===== config.mk =====
export PLATFORM = sky130hd
export DESIGN_NAME = bist_sequencer
export DESIGN_NICKNAME = d
export VERILOG_FILES = /design/src/rtl/bist_sequencer.sv
export SDC_FILE = /design/constraint.sdc
export NUM_CORES = 1
export LEC_CHECK = 0
export BUFFER_PORTS_ARGS = -buffer_cell sky130_fd_sc_hd__buf_4
export CAP_MARGIN = 15
export CELL_PAD_IN_SITES_DETAIL_PLACEMENT = 2
export CELL_PAD_IN_SITES_GLOBAL_PLACEMENT = 2
export CORE_AREA = 2 2 80 82
export CTS_CLUSTER_DIAMETER = 80
export DETAILED_ROUTE_END_ITERATION = 12
export DIE_AREA = 0 0 82 84
export PLACE_DENSITY_LB_ADDON = 0.1
export SYNTH_ARGS = -nofsm -noshare
export SYNTH_HDL_FRONTEND = slang
export SYNTH_SLANG_ARGS = --single-unit

===== constraint.sdc =====
create_clock -name clk -period 2.1 [get_ports clk]
set_input_delay 0.42 -clock clk [delete_from_list [all_inputs] [get_ports clk]]
set_output_delay 0.42 -clock clk [all_outputs]
set_load 0.005 [all_outputs]

===== src/rtl/bist_sequencer.sv =====
// Run controller for the bus-invert test datapath: injects N_WORDS words, staggers the stage
// enables through a 5-deep valid pipe, counts compare mismatches and signals end of run.
module bist_sequencer #(
   parameter int N_WORDS = 2000,
   parameter int CNT_W   = 11,
   parameter int ERR_W   = 16
) (
   input  logic             clk,
   input  logic             rst_n,
   input  logic             start,
   input  logic             abort,
   input  logic             isequal,
   output logic             en_gen_data,
   output logic             en_enc,
   output logic             en_bus,
   output logic             en_dec,
   output logic             en_trans_count,
   output logic             en_k_comp,
   output logic             done,
   output logic             busy,
   output logic [ERR_W-1:0] err_count,
   output logic             pass
);

   typedef enum logic [1:0] {IDLE, RUN, DRAIN, DONE} state_e;

   localparam logic [CNT_W-1:0] LAST_WORD = CNT_W'(N_WORDS - 1);
   localparam logic [ERR_W-1:0] ERR_MAX   = '1;

   state_e           state_q, state_d;
   logic [CNT_W-1:0] word_cnt_q, word_cnt_d;
   logic [4:0]       vpipe_q;
   logic [ERR_W-1:0] err_q, err_d;
   logic             pass_q, pass_d;

   always_ff @(posedge clk or negedge rst_n) begin
      if (!rst_n) begin
         state_q    <= IDLE;
         word_cnt_q <= '0;
         vpipe_q    <= '0;
         err_q      <= '0;
         pass_q     <= 1'b0;
      end else begin
         state_q    <= state_d;
         word_cnt_q <= word_cnt_d;
         vpipe_q    <= {vpipe_q[3:0], en_gen_data};
         err_q      <= err_d;
         pass_q     <= pass_d;
      end
   end

   always_comb begin
      state_d    = state_q;
      word_cnt_d = word_cnt_q;
      err_d      = err_q;
      pass_d     = pass_q;
      // vpipe_q[4] marks the cycle in which isequal belongs to a real word
      if (vpipe_q[4] && !isequal && err_q != ERR_MAX)
         err_d = err_q + 1'b1;
      case (state_q)
         IDLE: begin
            if (start) begin
               state_d    = RUN;
               word_cnt_d = '0;
               err_d      = '0;
               pass_d     = 1'b0;
            end
         end
         RUN: begin
            if (word_cnt_q == LAST_WORD || abort)
               state_d = DRAIN;
            else
               word_cnt_d = word_cnt_q + 1'b1;
         end
         DRAIN: begin
            // err_q is final here: the last strobe was resolved on the previous edge
            if (vpipe_q == '0) begin
               state_d = DONE;
               pass_d  = (err_q == '0);
            end
         end
         DONE:    state_d = IDLE;
         default: state_d = IDLE;
      endcase
   end

   assign en_gen_data    = (state_q == RUN);
   assign en_enc         = vpipe_q[0];
   assign en_bus         = vpipe_q[1];
   assign en_dec         = vpipe_q[2];
   assign en_trans_count = vpipe_q[2];
   assign en_k_comp      = vpipe_q[3];
   assign done           = (state_q == DONE);
   assign busy           = (state_q == RUN) || (state_q == DRAIN);
   assign err_count      = err_q;
   assign pass           = pass_q;

endmodule


==> run_summary.xml <==
<?xml version="1.0" encoding="UTF-8"?>
<metrics>
  <group name="status">
    <metric name="status" unit="">finished clean</metric>
  </group>
  <group name="detailed_routing">
    <metric name="firstDrtPassIters" unit="">3</metric>
    <metric name="drt-wirelength-per-cell" unit="um">18.9</metric>
    <metric name="antenna_violating_nets_post_route" unit="">0</metric>
    <metric name="route.detailed.vias_per_inst" unit="">5.81</metric>
    <metric name="routed_wl" unit="um">6520</metric>
    <metric name="dr.first_iter.drc_count" unit="">71</metric>
    <metric name="post-route-drc-count" unit="">0</metric>
    <metric name="route.vias.total" unit="">2009</metric>
  </group>
  <group name="worst_setup_path">
    <metric name="critical_path_peak_fanout" unit="">6</metric>
    <metric name="crit_required" unit="ps">2320</metric>
    <metric name="cp_data_arrival_time" unit="ps">2160</metric>
    <metric name="reg2reg_setup_slack" unit="ps">160</metric>
    <metric name="critical_path.reg2reg.startpoint" unit="">err_count[6]</metric>
    <metric name="end_kind" unit="">flop</metric>
    <metric name="capture_instance_of_the_worst_register_to_register_path" unit="">err_count[11]</metric>
    <metric name="setup.worst_path.start_class" unit="">flop</metric>
    <metric name="timing.setup.critical_path_class" unit="">flop to flop</metric>
    <metric name="worst-r2r-cell-count" unit="">4</metric>
    <metric name="crit_slowest_cell" unit="">sky130_fd_sc_hd__or4_4</metric>
    <metric name="critical-path-max-stage-delay" unit="ps">590</metric>
    <metric name="cp_cell_sequence" unit="">nand3_2 &gt; or4_4 &gt; or4_1 &gt; a21oi_1</metric>
  </group>
  <group name="cells_and_area">
    <metric name="antenna_cells_inserted" unit="">0</metric>
    <metric name="layout.nets" unit="">280</metric>
    <metric name="final_util" unit="%">43.1</metric>
    <metric name="final_layout_size_suffix_gt1_share" unit="%">26.4</metric>
    <metric name="most_common_cell_after_layout_fill_and_taps_aside" unit="">sky130_fd_sc_hd__buf_4</metric>
    <metric name="layout.cells.most_common_list" unit="">sky130_fd_sc_hd__buf_4, sky130_fd_sc_hd__dfrtp_1, sky130_fd_sc_hd__nand2_1, sky130_fd_sc_hd__nand3_1, sky130_fd_sc_hd__a21oi_1</metric>
    <metric name="total_area_of_multi_input_combinational_cells" unit="sq mm">0.00112</metric>
    <metric name="areaGrowthSynthToFinish" unit="%">27.0</metric>
    <metric name="area.sequential" unit="sq um">877</metric>
    <metric name="filler_instances" unit="">695</metric>
  </group>
  <group name="timing">
    <metric name="rsz0062_at_grt" unit="">no</metric>
    <metric name="drv_slew" unit="">0</metric>
    <metric name="slew-limit-headroom" unit="%">66.5</metric>
    <metric name="finalSetupTns" unit="ps">0</metric>
    <metric name="timing_hold_violations_final" unit="">0</metric>
    <metric name="clock.fmax" unit="MHz">516</metric>
    <metric name="layout_worst_path_cycle_share" unit="%">92.4</metric>
    <metric name="final.hold.worst_slack" unit="ps">79.1</metric>
    <metric name="worst_pin_slew" unit="ps">498</metric>
    <metric name="timing.clock.skew" unit="ps">6.74</metric>
    <metric name="period_needed" unit="ps">1940</metric>
    <metric name="setup_viol_count_final" unit="">0</metric>
  </group>
  <group name="clock_network">
    <metric name="clock-sinks" unit="">35</metric>
    <metric name="htree_num_levels" unit="">2</metric>
    <metric name="tritoncts" unit="">done</metric>
    <metric name="insertion_delay" unit="ps">290</metric>
    <metric name="cts.path.max_buffers" unit="">2</metric>
    <metric name="cts.root.buffer_cell" unit="">sky130_fd_sc_hd__clkbuf_8</metric>
    <metric name="clkTransAtPathRegs" unit="ps">80</metric>
    <metric name="ctsHoldBuffers" unit="">0</metric>
    <metric name="cts-buffers-inserted" unit="">5</metric>
  </group>
  <group name="global_routing">
    <metric name="maximum_number_of_pins_on_one_net_before_global_route_repair" unit="">36</metric>
    <metric name="gr-usage-all-layers" unit="%">21.0</metric>
    <metric name="grt_pass1_vias" unit="">2179</metric>
    <metric name="grt_first_pass_wirelength" unit="um">11200</metric>
    <metric name="antenna_violations_before_repair" unit="">0</metric>
    <metric name="grt_overflow" unit="">0</metric>
  </group>
  <group name="synth">
    <metric name="synth.yosys.warnings" unit="">0</metric>
    <metric name="synth-seq-cells" unit="">35</metric>
    <metric name="synth.net_count" unit="">232</metric>
    <metric name="synth_ff_type" unit="">sky130_fd_sc_hd__dfrtp_1</metric>
    <metric name="syn_area_cell" unit="sq um">9.40</metric>
    <metric name="synth.distinct_cells" unit="">50</metric>
    <metric name="netlist_instances" unit="">220</metric>
    <metric name="asyncSetResetFlopFracSynth" unit="%">100</metric>
    <metric name="yosysSeqAreaShare" unit="%">42.4</metric>
    <metric name="synth_area" unit="sq mm">0.00207</metric>
    <metric name="synth_enable_flop_cells" unit="">0</metric>
  </group>
  <group name="placement">
    <metric name="io_buffers" unit="">29</metric>
    <metric name="gpl.final_weighted_congestion" unit="">0.781</metric>
    <metric name="half_perimeter_wire_length_after_detailed_placement" unit="um">4810</metric>
  </group>
  <group name="power">
    <metric name="post-layout-total-power" unit="mW">2.46</metric>
    <metric name="vdd_ir_drop_max" unit="V">0.000697</metric>
    <metric name="p_per_area" unit="mW/mm^2">937</metric>
    <metric name="leakage" unit="nW">1.13</metric>
  </group>
  <group name="floorplanning">
    <metric name="fp.dieH" unit="um">84</metric>
    <metric name="placementRows" unit="">29</metric>
    <metric name="io-pin-count" unit="">30</metric>
    <metric name="starting_utilization_of_the_core_area" unit="%">33.9</metric>
    <metric name="core_area" unit="sq mm">0.00610</metric>
    <metric name="die-width" unit="um">82</metric>
    <metric name="fp.dieArea" unit="sq mm">0.00689</metric>
  </group>
  <group name="flow_run">
    <metric name="maxCapViolCount" unit="">0</metric>
  </group>
  <group name="worst_hold_path">
    <metric name="min_path_type" unit="">input pin to asynchronous set/reset pin</metric>
  </group>
</metrics>
==> logic make-up (layout without fill, tap and decap cells) <==
family                   Yosys count  count (layout)  share of synthesized area, %
AND/OR/NAND/NOR                  105             105                          31.4
AO/OA/AOI/OAI                     49              49                          15.9
flip-flops                        35              35                          42.4
buffers and inverters             19              68                          3.69
adder cells (fa/ha/maj)            7               7                          4.24
multiplexers                       4               4                          2.00
XOR/XNOR                           1               1                         0.424
==> area by class of cell <==
class	count	share of cell area, %
multi-input combinational	166	42.7
sequential	35	33.4
timing repair buffer	50	14.3
tap	77	3.67
clock buffer	6	3.15
inverter	10	1.43
clock inverter	2	1.33
==> worst max-delay path by stage <==
stage / start / endpoint / slack, ps / cells after the start
after floorplan: err_count[0] / err_count[12] / 200 / 5
after global placement: isequal / err_count[11] / 130 / 5
after detailed placement: isequal / err_count[11] / 80 / 5
after CTS: err_count[3] / err_count[11] / 90 / 4
after global routing: state_q[1] / word_cnt_q[10] / 8 / 7
final: err_count[6] / err_count[11] / 160 / 4
==> report_power, final <==
group	leakage, nW	internal (mW)	switching (mW)
combinational	0.600	0.414	0.459
sequential	0.474	0.801	0.145
clock	0.0612	0.384	0.256
==> worst max-delay path, delay by kind of cell, from the launching register on <==
family	cells	cell delay, ps
compound gates	1	150
flops	1	470
simple gates	3	1250
==> metrics by stage <==
step / instance area, sq um / instances / setup slack [ps]
floorplan: 2070 / 220 / 198
global placement: 2500 / 338 / 129
detailed placement: 2500 / 338 / 81.1
CTS: 2620 / 346 / 89.6
global route: 2630 / 346 / 7.59
finish: 2630 / 346 / 160
==> cells in the mapped netlist (all sizes together), types with 6 or more instances <==
cell / n / area (sq um)
dfrtp: 35 / 876
nand3: 17 / 95.1
nand2: 16 / 60.1
a21oi: 11 / 55.1
inv: 10 / 37.5
o21ai: 10 / 50.1
nand4: 9 / 62.6
nor4: 9 / 62.6
or3: 9 / 58.8
clkbuf: 7 / 26.3
ha: 7 / 87.6
or4: 7 / 56.3
and3: 6 / 37.5
==> sequential cells by signal, summed over array words and instances, names as in the netlist <==
signal and count:
vpipe_q 5, state_q 2, pass 1, word_cnt_q 11, err_count 16
==> routing by layer <==
layer,wire length (um),up-vias,share of wire (%),GRT usage (%)
li1,-,949,-,-
met1,2900,1016,44,26.3
met2,3340,33,51,36.4
met3,186,11,2.9,3.90
met4,100,0,1.5,5.45
met5,0,-,0,0
==> what timing repair did <==
action / 4_1_cts / 5_1_grt
gates resized for setup: 0 / 2
endpoints found under the setup margin: 0 / 2
setup buffers: 0 / 0
hold endpoints to repair: 0 / 0
(Power assumes the default switching activity.)
